**src/rtl/hazard_pkg.sv**
```systemverilog
// Shared opcodes, FSM encoding and decode helpers for the hazard stall controller.
// Pure combinational helpers: zero latency, no flow control.
package hazard_pkg;

    localparam logic [5:0] OP_LW   = 6'b100011;
    localparam logic [5:0] OP_SW   = 6'b101011;
    localparam logic [5:0] OP_BEQ  = 6'b000100;
    localparam logic [5:0] OP_BNE  = 6'b000101;
    localparam logic [5:0] OP_XORI = 6'b001110;
    localparam logic [5:0] OP_ADDI = 6'b001000;
    localparam logic [5:0] OP_ANDI = 6'b001100;
    localparam logic [5:0] OP_ORI  = 6'b001101;
    localparam logic [5:0] OP_LUI  = 6'b001111;

    typedef enum logic {
        ST_IDLE  = 1'b0,
        ST_STALL = 1'b1
    } state_t;

    // Opcodes whose rt field is a destination (or unused), never a read operand.
    function automatic logic rt_not_src(input logic [5:0] op);
        return (op == OP_LW)   || (op == OP_XORI) || (op == OP_ADDI) ||
               (op == OP_ANDI) || (op == OP_ORI)  || (op == OP_LUI);
    endfunction

    function automatic logic is_branch(input logic [5:0] op);
        return (op == OP_BEQ) || (op == OP_BNE);
    endfunction

endpackage

```
**src/rtl/hazard_reg_cmp.sv**
```systemverilog
// Register specifier match with source-valid gate; register 0 never matches.
// Combinational, zero latency, no flow control.
module hazard_reg_cmp #(
    parameter int REG_W = 5
) (
    input  logic             src_vld_i,
    input  logic [REG_W-1:0] src_i,
    input  logic [REG_W-1:0] dest_i,
    output logic             match_o
);

    assign match_o = src_vld_i && (dest_i != '0) && (src_i == dest_i);

endmodule

```
**src/rtl/hazard_stall_ctrl.sv**
```systemverilog
// Load-use / branch-operand stall controller: asserts the bubble in the detecting cycle (zero latency).
// freeze holds all state with outputs low; flush aborts any stall and releases the pipeline.
module hazard_stall_ctrl
    import hazard_pkg::*;
#(
    parameter int REG_W        = 5,
    parameter int OP_W         = 6,
    parameter int LOAD_STALL   = 1,
    parameter int BRANCH_IN_ID = 0,
    parameter int PERF_W       = 16
) (
    input  logic              clk,
    input  logic              reset,
    input  logic              ex_mem_read,
    input  logic              ex_reg_write,
    input  logic [REG_W-1:0]  ex_dest,
    input  logic [REG_W-1:0]  id_rs,
    input  logic [REG_W-1:0]  id_rt,
    input  logic [OP_W-1:0]   id_op,
    input  logic              freeze,
    input  logic              flush,
    output logic              pc_write_en,
    output logic              ifid_write_en,
    output logic              stall_flush,
    output logic              stall_busy,
    output logic [PERF_W-1:0] perf_stall_cycles
);

    state_t            state_q, state_d;
    logic [2:0]        cnt_q, cnt_d;
    logic [PERF_W-1:0] perf_q, perf_d;

    logic [5:0] op6;
    logic       rs_hit, rt_hit, m, is_br, br_en;
    logic [3:0] n_len;
    logic       bubble;

    assign op6   = 6'(id_op);
    assign is_br = is_branch(op6);
    assign br_en = (BRANCH_IN_ID != 0);

    hazard_reg_cmp #(.REG_W(REG_W)) u_cmp_rs (
        .src_vld_i (id_rs != '0),
        .src_i     (id_rs),
        .dest_i    (ex_dest),
        .match_o   (rs_hit)
    );

    hazard_reg_cmp #(.REG_W(REG_W)) u_cmp_rt (
        .src_vld_i ((id_rt != '0) && !rt_not_src(op6)),
        .src_i     (id_rt),
        .dest_i    (ex_dest),
        .match_o   (rt_hit)
    );

    assign m = rs_hit || rt_hit;

    always_comb begin
        n_len = 4'd0;
        if (ex_mem_read && m && is_br && br_en)
            n_len = 4'(LOAD_STALL + 1);
        else if (ex_mem_read && m)
            n_len = 4'(LOAD_STALL);
        else if (ex_reg_write && m && is_br && br_en)
            n_len = 4'd1;
    end

    always_comb begin
        state_d = state_q;
        cnt_d   = cnt_q;
        bubble  = 1'b0;
        if (freeze) begin
            bubble = 1'b0;
        end else if (flush) begin
            state_d = ST_IDLE;
            cnt_d   = 3'd0;
        end else if (state_q == ST_STALL) begin
            // Bubbles already committed; EX inputs are not re-evaluated here.
            bubble = 1'b1;
            cnt_d  = cnt_q - 3'd1;
            if (cnt_q == 3'd1)
                state_d = ST_IDLE;
        end else if (n_len != 4'd0) begin
            bubble = 1'b1;
            if (n_len > 4'd1) begin
                state_d = ST_STALL;
                cnt_d   = 3'(n_len - 4'd1);
            end
        end
    end

    always_comb begin
        perf_d = perf_q;
        if (bubble && (perf_q != {PERF_W{1'b1}}))
            perf_d = perf_q + PERF_W'(1);
    end

    always_comb begin
        pc_write_en   = !freeze && !bubble;
        ifid_write_en = !freeze && !bubble;
        stall_flush   = bubble;
        if (reset) begin
            pc_write_en   = 1'b0;
            ifid_write_en = 1'b0;
            stall_flush   = 1'b1;
        end
    end

    assign stall_busy        = (state_q == ST_STALL) && !reset;
    assign perf_stall_cycles = perf_q;

    always_ff @(posedge clk or posedge reset) begin
        if (reset) begin
            state_q <= ST_IDLE;
            cnt_q   <= 3'd0;
            perf_q  <= '0;
        end else begin
            state_q <= state_d;
            cnt_q   <= cnt_d;
            perf_q  <= perf_d;
        end
    end

endmodule

```
**config.mk**
```make
export PLATFORM = sky130hd
export DESIGN_NAME = hazard_stall_ctrl
export DESIGN_NICKNAME = d
export VERILOG_FILES = /design/src/rtl/hazard_pkg.sv /design/src/rtl/hazard_reg_cmp.sv /design/src/rtl/hazard_stall_ctrl.sv
export SDC_FILE = /design/constraint.sdc
export NUM_CORES = 1
export LEC_CHECK = 0
export ABC_AREA = 1
export CAP_MARGIN = 5
export CORE_UTILIZATION = 25
export DETAILED_ROUTE_END_ITERATION = 12
export GPL_TIMING_DRIVEN = 0
export SLEW_MARGIN = 20
export SYNTH_ARGS = -nofsm -noshare
export SYNTH_HDL_FRONTEND = slang
export SYNTH_SLANG_ARGS = --single-unit
export TNS_END_PERCENT = 5
```
**constraint.sdc**
```tcl
create_clock -name clk -period 1.8 [get_ports clk]
set_input_delay 0.18 -clock clk [delete_from_list [all_inputs] [get_ports clk]]
set_output_delay 0.18 -clock clk [all_outputs]
set_load 0.01 [all_outputs]
```
==> results.tsv, run 1 <==
metric	value	unit
path_clk_slew	0.08	ns
antenna_cells	0	
hold_violations	0	
overflow	0	
crit_type	input pin to output pin	
cp_slowest_cell	clkdlybuf4s50_1	
stdcell_count	351	
vias_per_cell	4.54	
cp_cell_sequence	clkdlybuf4s50_1 -> inv_1 -> clkbuf_2 -> buf_4 -> nand2_2 -> nand2_1 -> buf_2	
maxSlewViolCount	0	
vdd.ir_drop.worst	0.204	mV
syn_nets	251	
grt_max_degree	22	
end_kind	output pin	
grt_pass1_wl	6640	um
yosys-top-cells-area	dfrtp_1, nand2_1, nand4_1	
dp_cells	341	
start_util	0.261	
slowest_delay	0.50	ns
rsz0062_at_grt	true	
root_buffer	clkbuf_8	
use_met3	0.0169	
cts_buffers	3	
vias	1593	
wl	4100	um
top_usage_layer	met2	
max-slew-margin-rel	0.663	
final_util	0.368	
io_pins	47	
grt_pass1_vias	1476	
yosysTopAreaCell	dfrtp_1	
cp_top_family	buffers and inverters	
netlist.area_leader.share	0.323	
ys_warn_count	0	
cts_htree_levels	1	
std_cell_rows	28	
crit_buf_inv	5	
finalSetupViolCount	0	
place_area	2100	um2
fin_skew	0.00468	ns
fmax	0.577	GHz
layout-drive-gt1-share	0.178	
globalplace.congestion	0.846	
remaining_drc_errors	0	
area.growth.synth_to_final	41.2	%
synth_cells	221	
firstDrtPassIters	4	
synth.avg_cell_area	7.02	um2
tightest_slew	0.502	ns
cts_tree	built	
die_y	80.8	um
ant_nets	0	
cap_violations	0	
period_needed	1.73	ns
leakage	1.08	nW
fin_area	2190	um2
ys_ff_latch	20	
dieWidth	80.8	um
cts.path.max_buffers	2	
cp.arrival	1.55	ns
wl_per_cell	11.7	um
fillers	642	
hp-class	input pin to async pin	
regArea	503	um2
worstPathMaxFanout	10	
synth_area	1550	um2
die_area	6520	um2
p_per_area	471	nW/um2
grt_use_met2	0.202	
multi_input_area	917	um2
clock-sinks	20	
io_buffers	45	
drtIter0Drc	65	
ctsHoldBuffers	0	
required	1.62	ns
synth.distinct_cells	27	
grt_util_met1	0.183	
grt.total_usage	0.129	
yosysSeqAreaShare	0.323	
antenna_found_initial	0	
worstSkewPairLatency	0.26	ns
layout_common_cells	nand2_1, inv_1, clkdlybuf4s50_1	
cp-start-kind	input pin	
period_share	0.963	
status	completed	
dpl.hpwl	3020	um
core	5960	um2
nets	308	
layout_commonest_cell	nand2_1	
[cell type report]
type,instances,share of cell area
repair buffers,51,0.208
plain buffers,7,0.0280
repair inverters,1,0.00228
inverters,29,0.0514
flip-flops and latches,20,0.230
multi-input cells,165,0.419
clock buffers,3,0.0188
well taps,75,0.0428
[sequential cells by signal, indices dropped and copies added, names as in the netlist]
name               count
cnt_q                  3
perf_stall_cycles     16
state_q                1
[cell families after synthesis]
logic type,count (synthesis),share of synthesized area
and+or+nand+nor,136,0.415
xor gates and xnor gates,15,0.0847
AOI/OAI and AO/OA,11,0.0452
DFF,20,0.323
adders and majority gates,3,0.0242
buffers and inverters,36,0.109
[worst register-to-register path, delay by kind of cell (launching register included)]
| family | cells | cell delay (ns) |
|---|---|---|
| buffers and inverters | 1 | 0.24 |
| and+or+nand+nor | 5 | 0.68 |
| DFF | 1 | 0.44 |
| adders and majority gates | 1 | 0.26 |
[Yosys cell counts]
cell	instances
buf_6	1
nor2_1	13
nand2_2	1
nand2_1	76
nor2_2	2
nand3b_1	1
xnor2_1	6
buf_8	1
nand4_1	21
ha_1	3
xor2_1	9
a21oi_4	1
inv_2	2
o21ai_0	6
nand3_1	9
buf_4	4
a21oi_1	1
a31oi_1	1
nor3_1	8
nor4_1	1
o22ai_1	2
inv_1	27
nor2_4	1
dfrtp_1	20
clkbuf_1	1
and3_1	1
nand4_4	2
[final timing paths]
check                                     startpoint                    end  slack [ns]  depth (start not counted)
worst max-delay path                          freeze            stall_flush        0.07                          7
worst min-delay path                           reset   perf_stall_cycles[6]        0.41                          2
worst max register to register  perf_stall_cycles[0]   perf_stall_cycles[6]        0.08                          7
worst min register to register  perf_stall_cycles[1]   perf_stall_cycles[1]        0.55                          2
max in group asynchronous                      reset  perf_stall_cycles[12]        1.04                          2
min in group clk                perf_stall_cycles[1]   perf_stall_cycles[1]        0.55                          2
[power breakdown]
part / switching (mW) / total (mW) / internal (mW)
clock: 0.149 / 0.298 / 0.149
sequential: 0.0223 / 0.495 / 0.473
combinational: 0.124 / 0.239 / 0.115
total: 0.295 / 1.03 / 0.737
[repair_timing]
action | in CTS | in global routing
cloned | 0 | 1
setup endpoints to repair | 13 | 17
gates resized for setup | 50 | 20
pin swaps | 18 | 15
buffers inserted | 5 | 1
[through the flow]
stage	hold slack [ns]	total power, mW	worst slack, ns	TNS (ns)
global placement	0.552	0.734	-0.791	-3.87
finish	0.412	1.03	0.0662	0
CTS	0.520	1.03	0.00284	0
floorplan	0.152	0.616	0.189	0
detailed placement	0.555	0.741	-0.802	-4.15
global route	0.466	1.09	-0.0252	-0.0722
[per-layer routing]
| metal | vias to the layer above | part of all wire |
|---|---|---|
| li1 | 823 | - |
| met1 | 720 | 0.51 |
| met2 | 45 | 0.42 |
| met3 | 5 | 0.053 |
| met4 | 0 | 0.010 |
| met5 | - | 0 |
Power figures use the tool's default switching activity.
==> run 2, diff against run 1 <==
--- a/config.mk
+++ b/config.mk
@@ -6,6 +6,7 @@
 export NUM_CORES = 1
 export LEC_CHECK = 0
 export ABC_AREA = 1
+export ABC_CLOCK_PERIOD_IN_PS = 1800
 export CAP_MARGIN = 5
 export CORE_UTILIZATION = 25
 export DETAILED_ROUTE_END_ITERATION = 12
==> results of run 2 <==
Same layout as run 1: the final DEF is identical, and so are final timing and power.
==> run 3, diff against run 2 <==
--- a/config.mk
+++ b/config.mk
@@ -11,6 +11,7 @@
 export CORE_UTILIZATION = 25
 export DETAILED_ROUTE_END_ITERATION = 12
 export GPL_TIMING_DRIVEN = 0
+export REMOVE_ABC_BUFFERS = 1
 export SLEW_MARGIN = 20
 export SYNTH_ARGS = -nofsm -noshare
 export SYNTH_HDL_FRONTEND = slang
==> run 3 against run 2 <==
Effect of this change: wire length grew 1.7%; worst hold slack lost 0.053 ns; non-clock buffer count shrank 9; critical path depth shrank 3; total power grew 4.3%; worst setup slack gained 0.067 ns; sequential share of layout area shrank 0.26 points; register-to-register slack gained 0.10 ns; die area is the same; critical endpoint unchanged; largest cell class unchanged.
==> results.tsv, run 3 (synthesis gave the netlist of run 1 again) <==
metric	value	unit	change
status	completed		
overflow	0		unchanged
die_area	6520	um2	unchanged
fin_ws	0.133	ns	+0.0668 ns
dp_slack	-0.800	ns	+0.00186 ns
period_share	0.926		-0.0371
finalSetupViolCount	0		unchanged
p_per_area	487	nW/um2	+3.3%
area.growth.synth_to_final	42.5	%	
drtIter0Drc	99		+52%
cts_htree_levels	1		unchanged
io_buffers	45		unchanged
die_y	80.8	um	unchanged
dieWidth	80.8	um	unchanged
multi_input_area	938	um2	+2.3%
io_pins	47		unchanged
start_util	0.261		unchanged
nets	300		-2.6%
fillers	642		unchanged
dpl.hpwl	2810	um	-6.9%
antenna_found_initial	0		unchanged
grt.total_usage	0.129		about the same
clock-sinks	20		unchanged
worstSkewPairLatency	0.26	ns	about the same
cp-start-kind	input pin		
power_frac_seq	0.459		-0.020
ant_nets	0		unchanged
core	5960	um2	unchanged
clockPowerShare	0.321		+0.032
final_util	0.371		+0.00336
stdcell_count	344		-2.0%
worstPathMaxFanout	11		+1
cts.path.max_buffers	2		unchanged
antenna_cells	0		unchanged
layout-drive-gt1-share	0.141		-0.0363
p_int	778	uW	+5.5%
cts_tree	built		
required	1.62	ns	about the same
period_needed	1.67	ns	-0.0668 ns
dp_cells	334		-2.1%
hold_violations	0		unchanged
vias_per_cell	4.65		+2.5%
fmax	0.600	GHz	+4.0%
path_clk_slew	0.08	ns	about the same
leakage	1.14	nW	+5.3%
std_cell_rows	28		unchanged
power_switching	299	uW	+1.1%
largest_register_ffs	16		unchanged
layout_common_cells	nand2_1, nand4_1, clkdlybuf4s50_1		
combPwrFrac	0.220		-0.012
layout_commonest_cell	nand2_1		
grt_pass1_wl	6660	um	+0.21%
globalplace.congestion	0.832		-1.6%
crit_type	input pin to output pin		
cap_violations	0		unchanged
wl	4170	um	+1.7%
ctsHoldBuffers	0		unchanged
hp-class	input pin to register		
rr_worst_depth	8		+1
firstDrtPassIters	5		+1
grt_max_degree	22		unchanged
remaining_drc_errors	0		unchanged
cp.arrival	1.49	ns	-0.06 ns
tightest_slew	0.512	ns	+0.00937 ns
grt_pass1_vias	1496		+1.4%
vdd.ir_drop.worst	0.277	mV	+36%
ff2ff_setup_slack	0.18	ns	+0.10 ns
fin_skew	0.00505	ns	+0.000378 ns
regArea	502	um2	-0.25%
end_kind	output pin		
wl_per_cell	12.1	um	+3.8%
cts_buffers	3		unchanged
maxSlewViolCount	0		unchanged
max-slew-margin-rel	0.657		-0.00628
vias	1600		+0.44%
switching_share	0.277		-0.00868
root_buffer	clkbuf_8		
hold_depth	3		
-- run 3: changes by cell type in the layout (fill, tap and decap cells not counted), moves of 4 or more --
cell	delta
clkbuf_2	-5
buf_4	-6
dlymetal6s2s_1	+12
inv_1	-4
-- run 3: cell type report --
type	instances	share of cell area
well taps	75	0.0424
multi-input cells	166	0.424
clock buffers	4	0.0249
repair inverters	1	0.00226
flip-flops and latches	20	0.227
repair buffers	49	0.226
inverters	29	0.0526
-- run 3: repair_timing --
item                                    CTS  global route
endpoints found under the setup margin   19            21
gates resized for setup                  25            31
cloned                                    1             1
pin swaps                                 4            13
buffers inserted                          3             1
endpoints found under the hold margin     0             0
-- run 3: worst paths after layout --
check                                     start                    to
hold / removal                           freeze               state_q
hold reg to reg            perf_stall_cycles[0]  perf_stall_cycles[0]
setup reg to reg           perf_stall_cycles[1]  perf_stall_cycles[6]
setup / recovery                          reset           stall_flush
min in group asynchronous                 reset  perf_stall_cycles[7]
max in group asynchronous                 reset  perf_stall_cycles[0]
-- run 3: worst max-delay path, cell delays in order --
cell	delay (ns)
clkdlybuf4s50_1	0.67
clkinvlp_4	0.35
nand2_1	0.14
buf_2	0.14
-- run 3: power groups by stage --
stage / registers [mW] / logic [mW] / clock network (mW)
global placement: 0.501 / 0.228 / 0
CTS: 0.492 / 0.231 / 0.354
floorplan: 0.503 / 0.107 / 0
global route: 0.500 / 0.269 / 0.370
finish: 0.494 / 0.237 / 0.345
detailed placement: 0.501 / 0.234 / 0
-- run 3: metrics by stage --
stage / hold WS [ns] / area, um2 / power (mW) / TNS, ns
global route: 0.389 / 2210 / 1.14 / -0.00169
CTS: 0.488 / 2140 / 1.08 / -0.124
floorplan: 0.152 / 1490 / 0.610 / 0
finish: 0.359 / 2210 / 1.08 / 0
detailed placement: 0.551 / 2040 / 0.735 / -5.28
global placement: 0.550 / 2040 / 0.729 / -4.82
-- run 3: layer usage --
layer,vias to the layer above,track usage,wire length (um)
met5,-,0,0
met4,0,0.0429,51
met3,7,0.0270,281
met2,48,0.203,1720
met1,722,0.174,2120
li1,823,-,-
